--- config.mk ---
export PLATFORM = sky130hd
export DESIGN_NAME = clock_period_monitor
export DESIGN_NICKNAME = d
export VERILOG_FILES = /design/src/rtl/clock_period_monitor.sv
export SDC_FILE = /design/constraint.sdc
export NUM_CORES = 1
export LEC_CHECK = 0
export CAP_MARGIN = 20
export CORE_ASPECT_RATIO = 0.75
export CORE_MARGIN = 4
export CORE_UTILIZATION = 55
export CTS_CLUSTER_DIAMETER = 40
export DETAILED_ROUTE_END_ITERATION = 8
export DONT_BUFFER_PORTS = 1
export PLACE_DENSITY = 0.7
export SYNTH_ARGS = -nofsm -noshare
export SYNTH_HDL_FRONTEND = slang
export SYNTH_SLANG_ARGS = --single-unit
--- constraint.sdc ---
create_clock -name clk_in -period 3.15 [get_ports clk_in]
set_input_delay 0.4725 -clock clk_in [delete_from_list [all_inputs] [get_ports clk_in]]
set_output_delay 0.4725 -clock clk_in [all_outputs]
set_load 0.05 [all_outputs]
--- src/rtl/clock_period_monitor.sv ---
// Samples a divided clock in the clk_in domain, emits edge strobes, measures period/high time
// and declares lock against exp_period. Optional duty measurement via `DUTY_MEASURE_EN.
module clock_period_monitor #(
    parameter int CNT_W       = 8,
    parameter int SYNC_STAGES = 2,
    parameter int LOCK_COUNT  = 4,
    parameter int TOL         = 0
) (
    input  logic             clk_in,
    input  logic             reset_n,
    input  logic             div_clk,
    input  logic [CNT_W-1:0] exp_period,
    output logic             rise_stb,
    output logic             fall_stb,
    output logic [CNT_W-1:0] period,
    output logic [CNT_W-1:0] high_time,
    output logic             period_vld,
    output logic             locked,
    output logic             timeout
);

    localparam logic [1:0] ST_IDLE    = 2'd0;
    localparam logic [1:0] ST_MEASURE = 2'd1;
    localparam logic [1:0] ST_TRACK   = 2'd2;
    localparam logic [1:0] ST_LOCKED  = 2'd3;

    localparam int              MW      = $clog2(LOCK_COUNT + 1);
    localparam logic [CNT_W-1:0] CNT_MAX = '1;
    localparam logic [CNT_W:0]   TOL_V   = (CNT_W + 1)'(TOL);
    localparam logic [MW-1:0]    LOCK_V  = MW'(LOCK_COUNT);

    logic [SYNC_STAGES-1:0] sync_q;
    logic                   hist_q, rise_q;
    logic [1:0]             state_q, state_d;
    logic [CNT_W-1:0]       cnt_q, cnt_d;
    logic [CNT_W-1:0]       period_q, period_d;
    logic [MW-1:0]          match_q, match_d;
    logic                   vld_q, vld_d;
    logic                   locked_q, locked_d;
    logic                   timeout_q, timeout_d;
    logic                   sync_lvl;
    logic [CNT_W:0]         diff;
    logic                   pass;

    assign sync_lvl = sync_q[SYNC_STAGES-1];

    // Widened by one bit so the absolute difference never wraps.
    always_comb begin
        if ({1'b0, cnt_q} >= {1'b0, exp_period})
            diff = {1'b0, cnt_q} - {1'b0, exp_period};
        else
            diff = {1'b0, exp_period} - {1'b0, cnt_q};
        pass = (diff <= TOL_V) && (exp_period != '0);
    end

    always_comb begin
        state_d   = state_q;
        period_d  = period_q;
        match_d   = match_q;
        vld_d     = vld_q;
        locked_d  = locked_q;
        timeout_d = timeout_q;
        if (rise_q)
            cnt_d = CNT_W'(1);
        else if (cnt_q == CNT_MAX)
            cnt_d = cnt_q;
        else
            cnt_d = cnt_q + CNT_W'(1);

        if (rise_q) begin
            timeout_d = 1'b0;
            case (state_q)
                ST_IDLE: begin
                    state_d = ST_MEASURE;
                    match_d = '0;
                end
                ST_MEASURE: begin
                    period_d = cnt_q;
                    vld_d    = 1'b1;
                    state_d  = ST_TRACK;
                end
                default: begin
                    period_d = cnt_q;
                    if (pass) begin
                        if (match_q < LOCK_V)
                            match_d = match_q + MW'(1);
                        if (match_d == LOCK_V) begin
                            state_d  = ST_LOCKED;
                            locked_d = 1'b1;
                        end
                    end else begin
                        match_d  = '0;
                        locked_d = 1'b0;
                        state_d  = ST_TRACK;
                    end
                end
            endcase
        end else if (state_q != ST_IDLE && cnt_q == CNT_MAX) begin
            timeout_d = 1'b1;
            locked_d  = 1'b0;
            vld_d     = 1'b0;
            match_d   = '0;
            state_d   = ST_IDLE;
        end
    end

    always_ff @(posedge clk_in) begin
        if (!reset_n) begin
            sync_q    <= '0;
            hist_q    <= 1'b0;
            rise_q    <= 1'b0;
            state_q   <= ST_IDLE;
            cnt_q     <= '0;
            period_q  <= '0;
            match_q   <= '0;
            vld_q     <= 1'b0;
            locked_q  <= 1'b0;
            timeout_q <= 1'b0;
        end else begin
            sync_q    <= {sync_q[SYNC_STAGES-2:0], div_clk};
            hist_q    <= sync_lvl;
            rise_q    <= sync_lvl & ~hist_q;
            state_q   <= state_d;
            cnt_q     <= cnt_d;
            period_q  <= period_d;
            match_q   <= match_d;
            vld_q     <= vld_d;
            locked_q  <= locked_d;
            timeout_q <= timeout_d;
        end
    end

`ifdef DUTY_MEASURE_EN
    logic             fall_q;
    logic [CNT_W-1:0] high_q, high_d;

    always_comb begin
        high_d = high_q;
        if (fall_q && state_q != ST_IDLE)
            high_d = cnt_q;
    end

    always_ff @(posedge clk_in) begin
        if (!reset_n) begin
            fall_q <= 1'b0;
            high_q <= '0;
        end else begin
            fall_q <= ~sync_lvl & hist_q;
            high_q <= high_d;
        end
    end

    assign fall_stb  = fall_q;
    assign high_time = high_q;
`else
    assign fall_stb  = 1'b0;
    assign high_time = '0;
`endif

    assign rise_stb   = rise_q;
    assign period     = period_q;
    assign period_vld = vld_q;
    assign locked     = locked_q;
    assign timeout    = timeout_q;

endmodule

==> results.cfg, run 1 <==
[clock_tree]
post-cts-setup-buffers = 0
cts.sinks = 28
clock_latency_ps = 270
cts-root-buf = clkbuf_8
hold_buffers = 0
ctsHtreeMaxLevel = 1
postCtsResizedCells = 0
cts.clk_slew.worst_paths_ps = 90
tritoncts = done
cts_max_path_buffers = 2
cts_inserted_buffers = 3

[synth]
synth-compound-area-share = 0.258
ys_seq_elements = 28
synth_cell_types = 56
synth_top_area_frac = 0.276
synth_common_cells = 33 x nor2_1, 28 x dfxtp_1, 22 x a21oi_1
synth_mux_area_frac = 0
synth-main-ff-cell = dfxtp_1
synthSimpleGateAreaFrac = 0.223
ys_top_cells_by_area = dfxtp_1 28%, ha_1 11%, nor2_1 6.1%
synth_xor_area_frac = 0.0215
mappedNetlistArea_um2 = 2030
yosysSeqAreaShare = 0.276
avgSynthCellArea_um2 = 7.79
synth_cells = 261
yosys.area.top_type = dfxtp_1
ys_warn_count = 0
synth-async-reset-ratio = 0
yosys.area_share.adder = 0.111
synthMostInstantiatedCell = nor2_1
synth_top_family_by_area = compound AO/OA/AOI/OAI gates
synth_edf_count = 0

[place]
dp_hpwl_mm = 3.41
place.gp.congestion = 0.906
portBuffers = 0

[route]
num_vias = 1726
drcViolationCount = 0
drtIter0Drc = 86
final_antenna_net_count = 0
viasPerCell = 5.64
drtPass1Iterations = 4
wl_per_cell_um = 13.8
finalWirelength_mm = 4.24

[sta]
fin_crit_ps = 2770
tns_ps = 0
skew_ps = 1.17
rsz0062_at_grt = no
hold_viol = 0
finalSetupViolations = 0
slew_violations = 0
hold_slack_ps = 322
maxSlewHeadroom = 0.632
period_share = 0.879
worstMarginPinSlew_ps = 552
fmax_ghz = 0.361

[global_routing]
overflow = 0
grt.total_usage = 0.190
first_global_vias = 1574
grt_antenna_before_repair = 0
grt_pass1_wl_mm = 7.25
grt_max_degree = 18

[critical_path]
rr_startpoint = cnt_q[4]
reg2reg_depth = 8
worstPathArrival_ps = 2990
cp_top_family = compound AO/OA/AOI/OAI gates
critical_path_peak_fanout = 12
start_kind = register
slowest_stage = ha_1
crit_path_max_incr_delay_ps = 430
end_kind = register
r2r-end = match_q[0]
path_cells = ha_1 -> and2_4 -> a221o_1 -> or3_1 -> a211oi_2 -> o211ai_1 -> a2111oi_1 -> a211o_1
critPathRequiredTime_ps = 3370
reg2reg_slack_ps = 380
critPathBufInv = 0
path_class = reg2reg

[min_path]
min_from = reset_n
whs_path_depth = 1
holdCritPathClass = in2reg
min_to = sync_q[1]

[floorplan]
die_w_um = 78.2
start_util = 0.594
fp-row-count = 18
coreArea_um2 = 3420
die_h_um = 60.7
ios = 32
die-area_um2 = 4740

[layout]
fillers = 346
final_nets = 287
antenna_cells = 0
drive_above_1_share = 0.0547
area_growth_pct = 0.677

[outcome]
status = completed

[power]
peakVddDrop_v = 0.000245
p_leak_uw = 0.000834
powerDensity_nw_per_um2 = 335

[run]
cap_violations = 0
## power breakdown
part           switching, uW  total, uW  internal [uW]
Sequential              6.28        365            359
Combinational           86.2        130           43.8
Clock                    104        190           85.7
Total                    197        685            488
## cell usage in the layout (no fill, tap or decap), drive strengths merged, types with 2 or more instances in the layout
cell type	n
and2	5
conb	9
o211ai	2
xnor2	3
a2111oi	2
dfxtp	28
ha	18
nor2b	6
nor3	9
a21oi	22
or3	3
a21o	3
o22ai	2
clkbuf	3
nand2	14
nor4	2
xor2	2
nand3b	2
nand3	6
o21ai	15
a211oi	5
o21a	5
nand4	3
nor2	33
o31ai	3
inv	21
a21boi	2
buf	3
and3	6
## cell type report
class	instances	area, um2	share of cell area
multi-input cells	201	1280	0.626
flip-flops and latches	28	561	0.274
inverters	21	78.8	0.0385
well taps	50	62.6	0.0306
clock buffers	3	41.3	0.0202
repair buffers	3	22.5	0.0110
## sequential cells by signal (all words and copies together), names as in the netlist
| register | flops |
|---|---|
| locked | 1 |
| cnt_q | 8 |
| hist_q | 1 |
| match_q | 3 |
| state_q | 2 |
| sync_q | 2 |
| period_vld | 1 |
| rise_stb | 1 |
| period | 8 |
| timeout | 1 |
## through the flow
stage	instance area (um2)	instances	total power (uW)	setup WS, ps	util
after global placement	2000	302	501	294	0.584
after detailed placement	2000	302	501	250	0.584
after floorplan	2060	269	493	471	-
final	2050	306	685	382	0.598
after CTS	2040	305	688	396	0.596
after global routing	2050	306	720	200	0.598
## worst max path at each step
stage | start | end | slack (ps) | cells past startpoint
after floorplan | exp_period[3] | match_q[0] | 470 | 9
after global placement | exp_period[4] | match_q[0] | 290 | 9
after detailed placement | exp_period[4] | match_q[0] | 250 | 9
after CTS | cnt_q[4] | match_q[0] | 400 | 8
after global routing | cnt_q[4] | match_q[0] | 200 | 8
final | cnt_q[4] | match_q[0] | 380 | 8
## per-layer routing
metal / global-route usage / up-vias / share of wire
met4: 0.0224 / 0 / 0.0019
met2: 0.316 / 50 / 0.43
met3: 0.0475 / 2 / 0.063
met1: 0.261 / 778 / 0.50
li1: - / 896 / -
met5: 0 / - / 0
## cell families after synthesis
kind of cell | count (synthesis)
buffers and inverters | 40
other | 1
adder cells (fa/ha/maj) | 18
flip-flops | 28
XOR/XNOR | 5
AO/OA/AOI/OAI | 77
AND/OR/NAND/NOR | 92
Note: power is estimated with default switching activity, not from simulation.
==> run 2, diff against run 1 <==
==> constraint.sdc (replaced) <==
create_clock -name clk_in -period 3.15 [get_ports clk_in]
set_input_delay 0.1575 -clock clk_in [delete_from_list [all_inputs] [get_ports clk_in]]
set_output_delay 0.1575 -clock clk_in [all_outputs]
set_load 0.05 [all_outputs]
==> results.cfg, run 2 (synthesis gave the netlist of run 1 again) <==
[critical_path]
slowest_stage = a2111oi_1
path_cells = ha_1 -> and2_4 -> a221o_1 -> or3_1 -> a211oi_2 -> o211ai_1 -> a2111oi_1 -> a211o_1
crit_path_max_incr_delay_ps = 450
end_kind = register
worstPathArrival_ps = 3010
critPathBufInv = 0
critPathRequiredTime_ps = 3370
cp_top_family = compound AO/OA/AOI/OAI gates
start_kind = register
path_class = reg2reg
critical_path_peak_fanout = 12

[sta]
skew_ps = 4.07
worstMarginPinSlew_ps = 562
tns_ps = 0
hold_slack_ps = 8.90
slew_violations = 0
period_share = 0.886
hold_viol = 0
fmax_ghz = 0.358
finalSetupViolations = 0
rsz0062_at_grt = no
maxSlewHeadroom = 0.625
fin_crit_ps = 2790

[clock_tree]
ctsHtreeMaxLevel = 1
cts_inserted_buffers = 3
cts-root-buf = clkbuf_8
tritoncts = done
post-cts-setup-buffers = 0
postCtsResizedCells = 0
clock_latency_ps = 270
cts_max_path_buffers = 2
hold_buffers = 1
cts.clk_slew.worst_paths_ps = 90
cts.sinks = 28

[route]
drcViolationCount = 0
drtIter0Drc = 82
viasPerCell = 5.76
drtPass1Iterations = 4
final_antenna_net_count = 0
num_vias = 1768
finalWirelength_mm = 4.44
wl_per_cell_um = 14.5

[layout]
final_nets = 288
final_common_cell = nor2_1
final_cell_mix = 33 x nor2_1, 28 x dfxtp_1, 22 x a21oi_1
fin_area_um2 = 2060
drive_above_1_share = 0.0545
antenna_cells = 0
area_growth_pct = 1.17

[global_routing]
grt_pass1_wl_mm = 7.25
first_global_vias = 1555
grt_antenna_before_repair = 0
grt.total_usage = 0.192
overflow = 0
grt_max_degree = 18

[outcome]
status = completed

[floorplan]
die_w_um = 78.2
fp-row-count = 18
die_h_um = 60.7
coreArea_um2 = 3420
die-area_um2 = 4740
ios = 32
start_util = 0.594

[power]
power_uw = 680
p_leak_uw = 0.000839
peakVddDrop_v = 0.000234
powerDensity_nw_per_um2 = 331

[place]
placed_area_um2 = 2000
portBuffers = 0
place.gp.congestion = 0.977
dp_hpwl_mm = 3.55

[min_path]
holdCritPathClass = in2reg

[run]
cap_violations = 0
-- run 2: per-stage QoR --
stage	util	setup slack, ps	cells
after floorplan	-	668	269
after global placement	0.584	495	302
after detailed placement	0.584	395	302
after CTS	0.599	360	306
after global routing	0.601	144	307
final	0.601	359	307
-- run 2: final cells by class --
cell class,count,area (um2)
Clock buffer,3,41.3
Fill cell,336,1370
Inverter,21,78.8
Multi-Input combinational cell,201,1280
Sequential cell,28,561
Tap cell,50,62.6
Timing Repair Buffer,4,32.5
-- run 2: worst reg2reg max path: cells and delay by family, from the launching register on --
| kind | cells | cell delay (ps) |
|---|---|---|
| flops | 1 | 330 |
| compound gates | 5 | 1410 |
| fa+ha+maj | 1 | 420 |
| simple gates | 2 | 580 |
-- run 2: path summary, 6_finish.rpt --
path	from	to	slack, ps	depth (start not counted)
max	cnt_q[4]	match_q[0]	360	8
min	reset_n	sync_q[0]	9	1
min reg2reg	hist_q	rise_stb	380	1
max reg2reg	cnt_q[4]	match_q[0]	360	8
-- run 2: layer usage --
| metal | GRT usage | part of all wire | up-vias | routed length, um |
|---|---|---|---|---|
| met5 | 0 | 0 | - | 0 |
| met4 | 0.0249 | 0.0038 | 0 | 17 |
| met3 | 0.0475 | 0.091 | 3 | 404 |
| met2 | 0.302 | 0.43 | 61 | 1890 |
| met1 | 0.276 | 0.48 | 803 | 2130 |
| li1 | - | - | 901 | - |
-- run 2: report_power, final --
| part | total (uW) | switching (uW) | internal (uW) |
|---|---|---|---|
| sequential | 365 | 5.99 | 359 |
| combinational | 129 | 86.1 | 43.3 |
| clock | 186 | 101 | 85.7 |
==> run 3, diff against run 2 <==
CORE_UTILIZATION = 50   (was 55)
PLACE_DENSITY = not set   (was 0.7)
==> results.cfg, run 3 (synthesis gave the netlist of run 1 again) <==
[critical_path]
path_cells = ha_1 -> nor2b_1 -> o31ai_1 -> a21oi_1 -> or3_1 -> a211oi_1 -> nor3_1 -> a2111oi_2
r2r-end = state_q[0]
reg2reg_slack_ps = 270
critPathRequiredTime_ps = 3320
critical_path_peak_fanout = 6
slowest_stage = a211oi_1
rr_startpoint = cnt_q[1]
critPathBufInv = 0
start_kind = register
cp_top_family = compound AO/OA/AOI/OAI gates
crit_path_max_incr_delay_ps = 460
reg2reg_depth = 8
path_class = reg2reg
worstPathArrival_ps = 3050
end_kind = register

[min_path]
holdCritPathClass = in2reg
min_to = hist_q
whs_path_depth = 1
min_from = reset_n

[sta]
worstMarginPinSlew_ps = 581
setup_slack_ps = 273
slew_violations = 0
hold_viol = 0
maxSlewHeadroom = 0.610
skew_ps = 4.44
fin_crit_ps = 2880
finalSetupViolations = 0
fmax_ghz = 0.348
tns_ps = 0
rsz0062_at_grt = no
period_share = 0.913

[floorplan]
start_util = 0.538
die_h_um = 63.2
die-area_um2 = 5160
fp-row-count = 19
ios = 32
coreArea_um2 = 3780
die_w_um = 81.6

[layout]
final_common_cell = nor2_1
final_nets = 288
antenna_cells = 0
fin_area_um2 = 2060
drive_above_1_share = 0.0506
fillers = 389
final_cells = 309
final_cell_mix = 33 x nor2_1, 28 x dfxtp_1, 22 x a21oi_1
area_growth_pct = 1.42

[global_routing]
overflow = 0
grt.total_usage = 0.183
first_global_vias = 1618
grt_antenna_before_repair = 0
grt_pass1_wl_mm = 7.61
grt_max_degree = 18

[run]
cap_violations = 0

[power]
peakVddDrop_v = 0.000216
comb_power_share = 0.193
p_clk_frac = 0.276
switchingPower_uw = 199
p_int_uw = 489
p_leak_uw = 0.000838
seqPwrFrac = 0.531
p_sw_frac = 0.289
powerDensity_nw_per_um2 = 333

[clock_tree]
cts.clk_slew.worst_paths_ps = 90
clock_latency_ps = 270
cts-root-buf = clkbuf_8
ctsHtreeMaxLevel = 1
cts_max_path_buffers = 2
cts.sinks = 28
tritoncts = done
post-cts-setup-buffers = 0
cts_inserted_buffers = 3

[route]
finalWirelength_mm = 4.54
drtPass1Iterations = 4
viasPerCell = 5.71
wl_per_cell_um = 14.7
drcViolationCount = 0
num_vias = 1763
final_antenna_net_count = 0
drtIter0Drc = 102

[place]
place.gp.congestion = 0.891
pre_cts_ws_ps = 333
dp_hpwl_mm = 3.58
dp_cells = 303
placed_area_um2 = 1990
portBuffers = 0

[outcome]
status = completed
## run 3: routing by layer
layer / track usage / vias up / part of all wire
li1: - / 899 / -
met1: 0.270 / 812 / 0.49
met5: 0 / - / 0
met4: 0.0311 / 0 / 0.0026
met3: 0.0513 / 2 / 0.074
met2: 0.268 / 50 / 0.43
## run 3: power groups by stage
| stage | sequential [uW] | combinational [uW] | clock (uW) |
|---|---|---|---|
| 6_report | 365 | 132 | 190 |
| 5_1_grt | 366 | 146 | 215 |
| 3_5_place_dp | 374 | 127 | 0 |
| 4_1_cts | 365 | 128 | 195 |
| 2_1_floorplan | 372 | 121 | 0 |
| 3_3_place_gp | 373 | 128 | 0 |
## run 3: what timing repair did
item | CTS | global route
endpoints found under the hold margin | 0 | 2
gates resized for setup | 0 | 0
hold buffers | 0 | 2
## run 3: area by class of cell
class / instances / area (um2) / share of cell area
timing repair buffer: 4 / 35.0 / 0.0170
tap: 52 / 65.1 / 0.0316
sequential: 28 / 561 / 0.272
multi-input combinational: 201 / 1280 / 0.621
inverter: 21 / 78.8 / 0.0382
clock buffer: 3 / 41.3 / 0.0200
## run 3: worst register-to-register path, delay by kind of cell (launching register included)
kind / cells / cell delay [ps]
adders and majority gates: 1 / 310
AOI/OAI and AO/OA: 4 / 1400
and+or+nand+nor: 3 / 640
DFF: 1 / 430
## run 3: how the worst max path moves through the flow
| stage | from | endpoint | slack, ps | depth (start not counted) |
|---|---|---|---|---|
| 6_report | cnt_q[1] | state_q[0] | 270 | 8 |
| 5_1_grt | cnt_q[1] | state_q[0] | 90 | 8 |
| 4_1_cts | cnt_q[1] | state_q[0] | 320 | 8 |
| 3_5_place_dp | cnt_q[1] | state_q[0] | 330 | 8 |
| 3_3_place_gp | cnt_q[1] | state_q[0] | 410 | 8 |
| 2_1_floorplan | cnt_q[3] | match_q[0] | 670 | 8 |
## run 3: stage by stage
step,total power [uW],hold WS (ps),utilization
after floorplan,493,285,-
after global placement,502,281,0.527
after detailed placement,501,284,0.527
after CTS,688,0.0632,0.538
after global routing,727,10.5,0.546
final,688,19.9,0.546
